File: config.mk
export PLATFORM = sky130hd
export DESIGN_NAME = dffram_port_arbiter
export DESIGN_NICKNAME = d
export VERILOG_FILES = /design/src/rtl/dffram_port_arbiter.sv
export SDC_FILE = /design/constraint.sdc
export NUM_CORES = 1
export LEC_CHECK = 0
export CORE_MARGIN = 1.5
export CORE_UTILIZATION = 35
export DETAILED_ROUTE_END_ITERATION = 8
export GPL_TIMING_DRIVEN = 0
export PLACE_DENSITY_LB_ADDON = 0.12
export SLEW_MARGIN = 10
export SYNTH_ARGS = -nofsm -noshare
export SYNTH_HDL_FRONTEND = slang
export SYNTH_SLANG_ARGS = --single-unit
File: constraint.sdc
create_clock -name HCLK -period 3.59 [get_ports HCLK]
set_clock_uncertainty 0.2 [all_clocks]
set_input_delay 0.718 -clock HCLK [delete_from_list [all_inputs] [get_ports HCLK]]
set_output_delay 0.718 -clock HCLK [all_outputs]
set_load 0.02 [all_outputs]
File: src/rtl/dffram_port_arbiter.sv
// Two-port arbiter in front of a single-port DFFRAM256x32 macro: round-robin with burst cap,
// 1-cycle read return. Define DFFRAM_ARB_FIXED_PRIO_EN for strict port-0 priority instead.
module dffram_port_arbiter #(
    parameter int AW        = 8,
    parameter int MAX_BURST = 4
) (
    input  logic          HCLK,
    input  logic          HRESETn,
    input  logic          p0_req,
    input  logic [3:0]    p0_we,
    input  logic [AW-1:0] p0_addr,
    input  logic [31:0]   p0_wdata,
    output logic          p0_gnt,
    output logic          p0_rvalid,
    output logic [31:0]   p0_rdata,
    input  logic          p1_req,
    input  logic [3:0]    p1_we,
    input  logic [AW-1:0] p1_addr,
    input  logic [31:0]   p1_wdata,
    output logic          p1_gnt,
    output logic          p1_rvalid,
    output logic [31:0]   p1_rdata,
    output logic          ram_en,
    output logic [3:0]    ram_we,
    output logic [AW-1:0] ram_addr,
    output logic [31:0]   ram_wdata,
    input  logic [31:0]   ram_rdata
);

    logic        gnt0_s;
    logic        gnt1_s;
    logic        g0_s;
    logic        g1_s;
    logic        tag_valid_q;
    logic        tag_valid_d;
    logic        tag_port_q;
    logic        tag_port_d;
    logic [31:0] p0_rdata_q;
    logic [31:0] p1_rdata_q;

`ifdef DFFRAM_ARB_FIXED_PRIO_EN

    // Strict priority: port 1 only sees the macro when port 0 is idle.
    always_comb begin
        gnt0_s = p0_req;
        gnt1_s = p1_req & ~p0_req;
    end

`else

    localparam logic [3:0] BURST_CAP = 4'(MAX_BURST);

    logic       last_q;
    logic       last_d;
    logic [3:0] cnt_q;
    logic [3:0] cnt_d;
    logic       p0_req_q;
    logic       p1_req_q;
    logic       keep_s;
    logic       win1_s;

    // Tie-break: the last winner may extend its burst only against a newly arriving
    // requester; once the other port has been waiting a cycle, the grant alternates.
    always_comb begin
        keep_s = 1'b0;
        win1_s = 1'b0;
        gnt0_s = 1'b0;
        gnt1_s = 1'b0;
        if (p0_req && p1_req) begin
            if (last_q) begin
                keep_s = !p0_req_q && (cnt_q != 4'd0) && (cnt_q < BURST_CAP);
            end else begin
                keep_s = !p1_req_q && (cnt_q != 4'd0) && (cnt_q < BURST_CAP);
            end
            win1_s = keep_s ? last_q : !last_q;
            gnt0_s = !win1_s;
            gnt1_s = win1_s;
        end else begin
            gnt0_s = p0_req;
            gnt1_s = p1_req;
        end
    end

    // Pointer and burst counter; the counter saturates so a lone requester is never capped.
    always_comb begin
        last_d = last_q;
        cnt_d  = cnt_q;
        if (gnt0_s || gnt1_s) begin
            if (gnt1_s != last_q) begin
                last_d = gnt1_s;
                cnt_d  = 4'd1;
            end else if (cnt_q < BURST_CAP) begin
                cnt_d  = cnt_q + 4'd1;
            end else begin
                cnt_d  = cnt_q;
            end
        end else begin
            last_d = last_q;
            cnt_d  = cnt_q;
        end
    end

    // Arbitration state registers.
    always_ff @(posedge HCLK or negedge HRESETn) begin
        if (!HRESETn) begin
            last_q   <= 1'b1;
            cnt_q    <= 4'd0;
            p0_req_q <= 1'b0;
            p1_req_q <= 1'b0;
        end else begin
            last_q   <= last_d;
            cnt_q    <= cnt_d;
            p0_req_q <= p0_req;
            p1_req_q <= p1_req;
        end
    end

`endif

    assign g0_s   = gnt0_s & HRESETn;
    assign g1_s   = gnt1_s & HRESETn;
    assign p0_gnt = g0_s;
    assign p1_gnt = g1_s;
    assign ram_en = g0_s | g1_s;

    // Macro pin mux from the granted port; all-zero when nothing is granted.
    always_comb begin
        ram_we    = 4'b0000;
        ram_addr  = '0;
        ram_wdata = 32'h0000_0000;
        if (g0_s) begin
            ram_we    = p0_we;
            ram_addr  = p0_addr;
            ram_wdata = p0_wdata;
        end else if (g1_s) begin
            ram_we    = p1_we;
            ram_addr  = p1_addr;
            ram_wdata = p1_wdata;
        end else begin
            ram_we    = 4'b0000;
            ram_addr  = '0;
            ram_wdata = 32'h0000_0000;
        end
    end

    // Read tag for the access accepted this cycle.
    always_comb begin
        tag_valid_d = (gnt0_s && (p0_we == 4'b0000)) || (gnt1_s && (p1_we == 4'b0000));
        tag_port_d  = gnt1_s;
    end

    assign p0_rvalid = tag_valid_q & ~tag_port_q;
    assign p1_rvalid = tag_valid_q &  tag_port_q;
    assign p0_rdata  = p0_rvalid ? ram_rdata : p0_rdata_q;
    assign p1_rdata  = p1_rvalid ? ram_rdata : p1_rdata_q;

    // Read tag and per-port held read data.
    always_ff @(posedge HCLK or negedge HRESETn) begin
        if (!HRESETn) begin
            tag_valid_q <= 1'b0;
            tag_port_q  <= 1'b0;
            p0_rdata_q  <= 32'h0000_0000;
            p1_rdata_q  <= 32'h0000_0000;
        end else begin
            tag_valid_q <= tag_valid_d;
            tag_port_q  <= tag_port_d;
            p0_rdata_q  <= p0_rdata;
            p1_rdata_q  <= p1_rdata;
        end
    end

endmodule

; ---- After elaboration in Yosys (flattened, before gate mapping)
; Cells that the tools add are included.
[word_totals]
inputBits = 124
ff_bits = 73
[classes]
n_addsub = 1
muxes = 15
bitwise_logic = 6
magnitude_cmp = 1
eq_ne = 1
reduce_logical = 19
[op_table]
columns = operator, count
row1 = $mux W32, 4
row2 = $mux W4, 4
row3 = $mux W8, 2
row4 = $logic_not A4 Y1, 2
row5 = $logic_and A1 B1 Y1, 7
row6 = $mux W1, 5
row7 = $add A4 B1 Y4 const B, 1
row8 = $and A1 B1 Y1, 4
row9 = $logic_not A1 Y1, 4
row10 = $lt A4 B3 Y1 const B, 1
row11 = $reduce_and A2 Y1, 2
row12 = $reduce_bool A4 Y1, 1
row13 = $logic_or A1 B1 Y1, 2
row14 = $reduce_bool A2 Y1, 1
row15 = $ne A1 B1 Y1, 1
row16 = $not A1 Y1, 1
row17 = $or A1 B1 Y1, 1

; ---- Logic depth before layout (Yosys ltp)
; Gate-level depths: netlist of run 1.
[logic_depth]
depth_word = 10
ltp_mapped = 8
mapped_depth_nobuf = 6

; ---- Worst setup path before layout of run 1
; OpenSTA, ideal clock, no wires.
[synth_path]
path_type = register -> output
startpoint = register cnt_q[0]
endpoint = output port ram_addr[2]
stages_incl_launch_ff = 9
t_required_ps = 2672
n_path_buf = 2
arrival_time_ps = 2051
setup_slack_ps = 621
cell_sequence = dfrtp_1 inv_1 ha_1 or4_4 mux2i_4 o211a_1 buf_6 buf_12 a22o_1
[synth_between]
elab_chain_len = 10
[synth_lines]
columns = element, line_no
row1 = "start, declared", 55  ; logic [3:0] cnt_q;
row2 = "start signal, assigned", 112  ; cnt_q <= cnt_d;
row3 = "parallel branches: the longest is 3 deep, another holds $lt A4 B3 Y1", n/a
row4 = $mux W1 *, 70  ; if (last_q) begin
row5 = $mux W1 *, 69  ; if (p0_req && p1_req) begin
row6 = $mux W1 *, 75  ; win1_s = keep_s ? last_q : !last_q;
row7 = $logic_not A1 Y1 *, 76  ; gnt0_s = !win1_s;
row8 = $mux W1 *, 69
row9 = $and A1 B1 Y1 *, 120  ; assign g0_s = gnt0_s & HRESETn;
row10 = via p0_gnt, 13  ; output logic p0_gnt,
row11 = $mux W8 *, 131  ; if (g0_s) begin
row12 = "end, declared", 25  ; output logic [AW-1:0] ram_addr,
; Mark *: on every way through the listed nets, which the timed path passes. The select of a mux whose other input is x is not followed.

; ---- Worst setup path in the final report of run 1
[layout_path]
startpoint = register cnt_q[0]
endpoint = output port ram_addr[5]
[layout_between]
elab_chain_len = 10
[layout_lines]
columns = element, line_no
row1 = "parallel branches: the longest is 3 deep, another holds $lt A4 B3 Y1", n/a
row2 = $mux W1 *, 70
row3 = $mux W1 *, 69
row4 = $mux W1 *, 75
row5 = $mux W1 / $logic_not A1 Y1 (equally long branches), "69, 76"
row6 = $and A1 B1 Y1 / $mux W1 (equally long branches), "121, 69"
row7 = $mux W8 / $and A1 B1 Y1 (equally long branches), "135, 120"
row8 = $mux W8 *, 131
; Every way passes the cells marked *. The select of a mux whose other input is x is not followed.

==> impl_metrics.json, run 1 <==
{
  "setup_viol": 0,
  "crit_chain": "inv_1 -> ha_2 -> or4_4 -> mux2i_4 -> buf_4 -> a211oi_4 -> buf_4 -> buf_4 -> a22o_2 -> buf_2",
  "firstDrtPassIters": 4,
  "rsz0062_at_grt": "false",
  "multi_input_area_um2": 1390,
  "grt_use_total": 0.197,
  "worst_slew_pin_slew_ns": 0.601,
  "postSynthAreaPerCell_um2": 14.3,
  "cts.sinks": 73,
  "numCtsBuffers": 9,
  "num_antenna_cells": 0,
  "ys_ff_latch": 73,
  "initial_core_util": 0.364,
  "placementRows": 35,
  "ff_latch_area_um2": 1830,
  "grt-ovfl-total": 0,
  "clock_latency_ns": 0.34,
  "ys.flop_type": "dfrtp_1",
  "synthesis.area_um2": 3380,
  "fin_crit_sh": 0.967,
  "worstPathMaxFanout": 10,
  "rrSetupSlack_ns": 1.40,
  "fin_hold_ws_ns": 0.0308,
  "synth_edf_count": 0,
  "wire_per_inst_um": 16.4,
  "nNetsFinal": 618,
  "end_kind": "output port",
  "status": "finished, final reports clean",
  "r2r_start": "cnt_q[0]$_DFFE_PN0P_",
  "maxSlewViolCount": 0,
  "drt_iter0_drc": 59,
  "via_per_inst": 4.82,
  "dieArea_um2": 10200,
  "drive_above_1_share": 0.324,
  "fillers": 755,
  "pwr_density_cell_nw_per_um2": 648,
  "timing.rr.end": "tag_valid_q$_DFF_PN0_",
  "gp_congestion": 0.771,
  "required_ns": 2.67,
  "max_freq_mhz": 288,
  "synth_fp_nets": 362,
  "drc": 0,
  "cts_root_buffer": "clkbuf_8",
  "min_path_type": "input port to asynchronous set/reset pin",
  "io_pins": 237,
  "fin_crit_ns": 3.47,
  "final_antenna_net_count": 0,
  "dp_hpwl_mm": 8.11,
  "worstSetupPathType": "flop to output port",
  "fin_setup_tns_ns": 0,
  "synthCells": 236,
  "start_kind": "flop",
  "reg2regPathDepth": 9,
  "max_stage_delay_ns": 0.51,
  "cts_tree": "built",
  "die_h_um": 101,
  "synth_warnings": 0,
  "cts_max_level": 3,
  "ys_seq_area_frac": 0.541,
  "antenna_found_initial": 0,
  "grt_pass1_wl_mm": 15.5,
  "p_leak_nw": 2.66,
  "maxCapViolations": 0,
  "grt_pass1_vias": 3103,
  "relSlewSlack": 0.599,
  "area.growth.synth_to_final_pct": 78.0,
  "coreArea_um2": 9280,
  "vdd_drop_max_mv": 0.384,
  "cp_common_cell": "buf_4",
  "clkTransAtPathRegs_ns": 0.08,
  "die_x_um": 101,
  "synth-async-reset-ratio": 1.00,
  "hold_violations": 0,
  "clockBufferDepth": 2,
  "postCtsHoldBufs": 0,
  "vias": 3018,
  "synth_cell_types": 32,
  "totalWireLength_mm": 10.3,
  "crit_slowest_cell": "or4_4",
  "grt_max_degree": 60,
  "critPathArrivalTime_ns": 2.55,
  "portBuffers": 236
}
-- cells in the final DEF (no fill, tap or decap), drive strengths merged, types with 3 or more instances in the layout --
cell / instances
a21oi: 3
a22o: 44
buf: 62
clkbuf: 15
clkdlybuf4s50: 189
dfrtp: 72
dlygate4sd2: 5
inv: 8
mux2: 64
nand2: 4
-- stage by stage --
step           total power [mW]  area (um2)  setup WS [ns]  std cells   util
4_1_cts                    3.95        6190        -0.0153        625  0.667
3_5_place_dp               3.22        5930         -0.466        602  0.638
2_1_floorplan              2.24        3380          0.621        236      -
6_report                   3.89        6010          0.118        626  0.647
5_1_grt                    4.11        6010         0.0146        626  0.647
3_3_place_gp               3.17        5900          -3.08        601  0.636
-- how the worst max path moves through the flow --
stage	depth (start not counted)	end	start	slack [ns]
6_report	10	ram_addr[5]	cnt_q[0]$_DFFE_PN0P_	0.12
5_1_grt	10	ram_addr[5]	cnt_q[0]$_DFFE_PN0P_	0.01
4_1_cts	10	ram_wdata[12]	cnt_q[0]$_DFFE_PN0P_	-0.02
3_5_place_dp	7	ram_wdata[12]	HRESETn	-0.47
3_3_place_gp	6	ram_wdata[18]	HRESETn	-3.08
2_1_floorplan	8	ram_addr[2]	cnt_q[0]$_DFFE_PN0P_	0.62
-- cell usage after synthesis (2+ instances only) --
| cell type | instances | area share |
|---|---|---|
| nor3_1 | 2 | 0.0030 |
| a22o_1 | 33 | 0.086 |
| nand2_1 | 4 | 0.0044 |
| a22o_2 | 11 | 0.033 |
| o211a_1 | 2 | 0.0059 |
| clkbuf_1 | 7 | 0.0078 |
| ha_1 | 2 | 0.0074 |
| o2bb2ai_1 | 2 | 0.0052 |
| a21oi_1 | 3 | 0.0044 |
| mux2_2 | 64 | 0.21 |
| inv_1 | 7 | 0.0078 |
| dfrtp_1 | 72 | 0.53 |
| nand3_1 | 2 | 0.0030 |
| buf_1 | 3 | 0.0033 |
| buf_12 | 4 | 0.024 |
| o22ai_1 | 2 | 0.0037 |
-- cell type report --
class,instances,share of cell area
repair buffers,245,0.372
plain buffers,16,0.0252
flip-flops and latches,73,0.304
clock inverters,6,0.0150
clock buffers,10,0.0212
well taps,129,0.0269
multi-input cells,140,0.231
inverters,7,0.00437
-- cells by family (layout without fill, tap and decap cells) --
kind of cell | Yosys count | in the layout | synth area share
buf+inv | 23 | 284 | 0.0482
mux | 66 | 66 | 0.223
flops | 73 | 73 | 0.541
fa+ha+maj | 2 | 2 | 0.00741
simple gates | 17 | 17 | 0.0337
compound gates | 55 | 55 | 0.146
-- critical path, delay by kind of cell (launching register included) --
kind	cells	cell delay (ns)
adder cells (fa/ha/maj)	1	0.20
AND/OR/NAND/NOR	1	0.51
AO/OA/AOI/OAI	2	0.27
multiplexers	1	0.16
buffers and inverters	5	0.71
flip-flops	1	0.36
-- state kept, by name, indices dropped and copies added (netlist names) --
register / flops
p0_rdata_q: 32
p1_rdata_q: 32
cnt_q: 4
tag_port_q: 1
last_q: 1
tag_valid_q: 1
p0_req_q: 1
p1_req_q: 1
-- timing repair --
action                     CTS  global route
setup endpoints to repair   46            73
pin swaps                    1             0
hold endpoints to repair     0             0
setup buffers                7             1
resized for setup          144            41
-- routing by layer --
| layer | up-vias | GRT usage | share of wire |
|---|---|---|---|
| li1 | 1400 | - | - |
| met1 | 1480 | 0.232 | 0.38 |
| met2 | 128 | 0.342 | 0.54 |
| met3 | 10 | 0.0676 | 0.075 |
| met4 | 0 | 0.0566 | 0.0088 |
| met5 | - | 0 | 0 |
-- power by group --
part,internal (mW),total (mW),leakage (nW),switching [mW]
sequential,1.13,1.21,0.857,0.0831
combinational,1.03,1.97,1.70,0.937
clock,0.394,0.708,0.107,0.314
total,2.56,3.89,2.66,1.33
(Power assumes the default switching activity.)
==> inputs of run 2 (changes only) <==
- SLEW_MARGIN: 10 -> 30
==> run 2 against run 1 <==
First-iteration DRC count up 27%; sequential share of layout area grew 0.15 points; wire length shrank 0.11%; highest routed layer unchanged; final area decreased by 0.50%; final cell count down 0.48%; die area stayed put; largest power group unchanged.
==> impl_metrics.json, run 2 (synthesized netlist as in run 1, its figures left out) <==
{
  "worstPathMaxFanout": 5,
  "area.growth.synth_to_final_pct": 77.1,
  "fin_util": 0.644,
  "min_path_type": "input port to asynchronous set/reset pin",
  "max_freq_mhz": 290,
  "p_int_mw": 2.46,
  "numCtsBuffers": 9,
  "io_pins": 237,
  "dp_hpwl_mm": 8.19,
  "max_stage_delay_ns": 0.50,
  "portBuffers": 236,
  "gp_congestion": 0.771,
  "setup_slack_ns": 0.139,
  "cts_max_level": 3,
  "clkTransAtPathRegs_ns": 0.08,
  "use_met1": 0.232,
  "grt_pass1_wl_mm": 15.5,
  "vias": 2987,
  "fin_crit_ns": 3.45,
  "vdd_drop_max_mv": 0.385,
  "clockBufferDepth": 2,
  "totalWireLength_mm": 10.3,
  "maxSlewViolCount": 0,
  "p_leak_nw": 2.64,
  "wire_per_inst_um": 16.5,
  "grt_max_degree": 45,
  "end_kind": "output port",
  "fin_hold_ws_ns": 0.0239,
  "grt_busiest_layer": "met2",
  "grt_use_total": 0.197,
  "clock_latency_ns": 0.33,
  "met2_usage": 0.350,
  "cts.sinks": 73,
  "start_kind": "flop",
  "grt-ovfl-total": 0,
  "place_ws_ns": -0.552,
  "grt.met3_usage": 0.0607,
  "p_clk_frac": 0.166,
  "via_per_inst": 4.79,
  "crit_buf_inv": 3,
  "final_antenna_net_count": 0,
  "nNetsFinal": 616,
  "drc": 0,
  "coreArea_um2": 9280,
  "cts_root_buffer": "clkbuf_8",
  "fin_crit_sh": 0.961,
  "die_h_um": 101,
  "crit_chain": "inv_1 -> ha_2 -> or4_4 -> mux2i_4 -> o211a_1 -> buf_6 -> a22o_2 -> dlygate4sd2_1",
  "critPathArrivalTime_ns": 2.53,
  "relSlewSlack": 0.597,
  "pwr-share-comb": 0.514,
  "switchingPower_mw": 1.32,
  "dieArea_um2": 10200,
  "hold_violations": 0,
  "switching_share": 0.349,
  "final_common_cell": "clkdlybuf4s50_1",
  "worstSetupPathType": "flop to output port",
  "rsz0062_at_grt": "false",
  "worst_slew_pin_slew_ns": 0.605,
  "antenna_found_initial": 0,
  "die_x_um": 101,
  "crit_family": "buffers and inverters",
  "p_seq_frac": 0.320,
  "final_cell_mix": "clkdlybuf4s50_1 (189), dfrtp_1 (72), mux2_2 (64)",
  "grt_pass1_vias": 3135,
  "total_power_mw": 3.79,
  "pwr_density_cell_nw_per_um2": 633,
  "drive_above_1_share": 0.322,
  "top_regs": "p0_rdata_q: 32 flops, p1_rdata_q: 32 flops, cnt_q: 4 flops",
  "crit_slowest_cell": "or4_4",
  "drt_iter0_drc": 75,
  "placementRows": 35,
  "cts_tree": "built",
  "required_ns": 2.67,
  "setup_viol": 0,
  "status": "finished, final reports clean",
  "postCtsHoldBufs": 0,
  "maxCapViolations": 0,
  "initial_core_util": 0.364,
  "num_antenna_cells": 0,
  "firstDrtPassIters": 4,
  "fin_setup_tns_ns": 0
}
-- run 2: per-stage QoR --
stage | std cells | cell area, um2
after detailed placement | 602 | 5920
final | 623 | 5980
after global routing | 623 | 5980
after CTS | 621 | 6170
after floorplan | 236 | 3380
after global placement | 601 | 5900
-- run 2: worst paths after layout --
| check | cells after the start | to | slack [ns] | from |
|---|---|---|---|---|
| worst min register to register | 1 | p1_rdata_q[9]$_DFF_PN0_ | 0.30 | p1_rdata_q[9]$_DFF_PN0_ |
| worst min-delay path | 1 | p0_rdata_q[4]$_DFF_PN0_ | 0.02 | HRESETn |
| worst max register to register | 6 | tag_valid_q$_DFF_PN0_ | 1.64 | cnt_q[1]$_DFFE_PN0P_ |
| worst max-delay path | 8 | ram_wdata[31] | 0.14 | cnt_q[1]$_DFFE_PN0P_ |
| min in group HCLK | 1 | p1_rdata_q[9]$_DFF_PN0_ | 0.30 | p1_rdata_q[9]$_DFF_PN0_ |
| max in group asynchronous | 2 | last_q$_DFFE_PN1P_ | 2.61 | HRESETn |
-- run 2: repair_timing --
action	4_1_cts	5_1_grt
gates resized for setup	112	55
setup endpoints to repair	46	75
cloned	0	1
pin swaps	1	1
endpoints found under the hold margin	0	0
setup buffers	4	1
-- run 2: power by group through the flow --
stage | registers (mW) | clock network [mW] | logic (mW)
after global placement | 1.22 | 0 | 1.95
after detailed placement | 1.23 | 0 | 1.98
after global routing | 1.24 | 0.688 | 2.06
final | 1.21 | 0.629 | 1.95
after CTS | 1.21 | 0.651 | 1.98
after floorplan | 1.20 | 0 | 1.03
-- run 2: metal layers --
layer	routed length (um)	part of all wire
met1	3940	0.38
met2	5520	0.54
met3	701	0.068
met4	96	0.0094
met5	0	0
-- run 2: worst reg2reg max path: stages, from the launching register on --
cell     delay, ns
dfrtp_1       0.37
inv_1         0.05
ha_2          0.19
or4_4         0.50
mux2i_4       0.23
a21oi_1       0.15
mux2i_1       0.15
-- run 2: cell type report --
| class | instances | area (um2) |
|---|---|---|
| Fill cell | 750 | 3300 |
| Timing Repair Buffer | 243 | 2240 |
| Sequential cell | 73 | 1830 |
| Multi-Input combinational cell | 140 | 1390 |
| Tap cell | 129 | 161 |
| Buffer | 16 | 146 |
| Clock buffer | 9 | 124 |
| Clock inverter | 6 | 67.6 |
| Inverter | 7 | 26.3 |
==> inputs of run 3 (changes only) <==
- GPL_TIMING_DRIVEN: 0 -> not set
==> run 3 against run 2 <==
Count of clock-buffer cells in the layout rose by 1; combinational power barely moved; fmax fell by 1.1%; setup slack got worse by 0.038 ns; via count fell by 1.1%.
==> impl_metrics.json, run 3 (synthesized netlist as in run 1, its figures left out) <==
{
  "num_antenna_cells": 0,
  "top_regs": "p0_rdata_q: 32 flops, p1_rdata_q: 32 flops, cnt_q: 4 flops",
  "timing.rr.end": "tag_valid_q$_DFF_PN0_",
  "vdd_drop_max_mv": 0.308,
  "numCtsBuffers": 9,
  "drt_iter0_drc": 63,
  "fin_area_um2": 6030,
  "worstSetupPathType": "input port to output port",
  "required_ns": 2.67,
  "clock_latency_ns": 0.32,
  "end_kind": "output port",
  "fin_setup_tns_ns": 0,
  "dp_hpwl_mm": 7.90,
  "switching_share": 0.347,
  "fin_crit_ns": 3.49,
  "worstPathMaxFanout": 22,
  "maxSlewViolCount": 0,
  "grt_pass1_wl_mm": 15.6,
  "holdPathStages": 1,
  "p_leak_nw": 2.63,
  "cts_max_level": 3,
  "die_h_um": 101,
  "maxCapViolations": 0,
  "firstDrtPassIters": 4,
  "final_antenna_net_count": 0,
  "r2r_start": "cnt_q[1]$_DFFE_PN0P_",
  "setup_viol": 0,
  "fillers": 783,
  "cts_tree": "built",
  "p_seq_frac": 0.318,
  "area.growth.synth_to_final_pct": 78.4,
  "stdcell_count": 616,
  "min_path_type": "flop to flop",
  "gp_congestion": 0.762,
  "start_kind": "input port",
  "drc": 0,
  "worst_slew_pin_slew_ns": 0.622,
  "placementRows": 35,
  "whs_endpoint": "p0_rdata_q[3]$_DFF_PN0_",
  "place_inst": 596,
  "vias": 2953,
  "hold_violations": 0,
  "nNetsFinal": 608,
  "cts.sinks": 73,
  "reg2regPathDepth": 7,
  "critPathArrivalTime_ns": 2.57,
  "placed_area_um2": 5870,
  "die_x_um": 101,
  "p_int_mw": 2.48,
  "pwr_density_cell_nw_per_um2": 629,
  "rsz0062_at_grt": "false",
  "grt-ovfl-total": 0,
  "hold_start": "p0_rdata_q[3]$_DFF_PN0_",
  "p_clk_frac": 0.167,
  "rrSetupSlack_ns": 1.65,
  "relSlewSlack": 0.586,
  "cts_root_buffer": "clkbuf_8",
  "pwr-share-comb": 0.515,
  "grt_max_degree": 72,
  "fin_crit_sh": 0.972,
  "clockBufferDepth": 2,
  "antenna_found_initial": 0,
  "wire_per_inst_um": 16.7,
  "io_pins": 237,
  "total_power_mw": 3.79,
  "grt_pass1_vias": 3129,
  "final_common_cell": "clkdlybuf4s50_1",
  "initial_core_util": 0.364,
  "clkTransAtPathRegs_ns": 0.07,
  "drive_above_1_share": 0.277,
  "via_per_inst": 4.79,
  "coreArea_um2": 9280,
  "portBuffers": 236,
  "status": "finished, final reports clean",
  "switchingPower_mw": 1.32,
  "final_cell_mix": "clkdlybuf4s50_1 (189), dfrtp_1 (72), mux2_2 (64)",
  "max_freq_mhz": 287,
  "totalWireLength_mm": 10.3,
  "grt_use_total": 0.198,
  "dieArea_um2": 10200
}
-- run 3: cell count changes in the layout (fill, tap and decap cells not counted), moves of 2 or more --
cell | previous run | this run
clkbuf_2 | 24 | 13
clkinvlp_4 | 2 | 0
buf_1 | 3 | 0
buf_2 | 20 | 5
buf_4 | 8 | 10
clkdlybuf4s15_2 | 0 | 3
buf_12 | 4 | 2
dlygate4sd2_1 | 4 | 17
clkbuf_4 | 2 | 0
clkdlybuf4s15_1 | 0 | 8
clkinv_4 | 0 | 2
-- run 3: metal layers --
layer	routed length, um	share of wire	global-route usage
met5	0	0	0
met4	216	0.021	0.0769
met3	659	0.064	0.0531
met2	5380	0.52	0.354
met1	4030	0.39	0.225
-- run 3: worst max path at each step --
stage | startpoint | endpoint
4_1_cts | cnt_q[0]$_DFFE_PN0P_ | ram_wdata[29]
6_report | HRESETn | ram_wdata[1]
5_1_grt | cnt_q[0]$_DFFE_PN0P_ | ram_wdata[5]
2_1_floorplan | cnt_q[0]$_DFFE_PN0P_ | ram_addr[2]
3_5_place_dp | cnt_q[0]$_DFFE_PN0P_ | ram_wdata[6]
3_3_place_gp | p1_req | ram_wdata[0]
-- run 3: cell type report --
class / instances / area, um2 / area share
clock inverters: 6 / 66.3 / 0.0110
inverters: 7 / 26.3 / 0.00436
clock buffers: 10 / 128 / 0.0212
flip-flops and latches: 73 / 1830 / 0.303
well taps: 129 / 161 / 0.0268
multi-input cells: 140 / 1390 / 0.231
repair buffers: 251 / 2420 / 0.402
-- run 3: through the flow --
step	setup WS (ns)	utilization	hold slack, ns
after global routing	0.00326	0.649	0.309
after CTS	0.000327	0.658	0.300
after floorplan	0.621	-	0.222
final	0.102	0.649	0.298
after detailed placement	0.0738	0.632	0.282
after global placement	0.0982	0.632	0.276
-- run 3: what timing repair did --
item	4_1_cts	5_1_grt
pin swaps	1	0
cloned	1	0
resized for setup	77	26
hold buffers	1	0
endpoints found under the hold margin	1	0
buffers inserted	2	0
setup endpoints to repair	46	40
-- run 3: worst max-delay path, stage by stage --
cell             delay [ns]
dlygate4sd3_1          0.56
buf_4                  0.16
inv_1                  0.08
a211oi_4               0.30
bufbuf_16              0.36
a22o_1                 0.13
clkdlybuf4s15_2        0.26
-- run 3: power groups by stage --
stage	combinational, mW	sequential, mW	clock, mW
global route	2.08	1.24	0.688
detailed placement	1.98	1.23	0
global placement	1.95	1.22	0
CTS	1.98	1.21	0.654
finish	1.95	1.21	0.632
floorplan	1.03	1.20	0
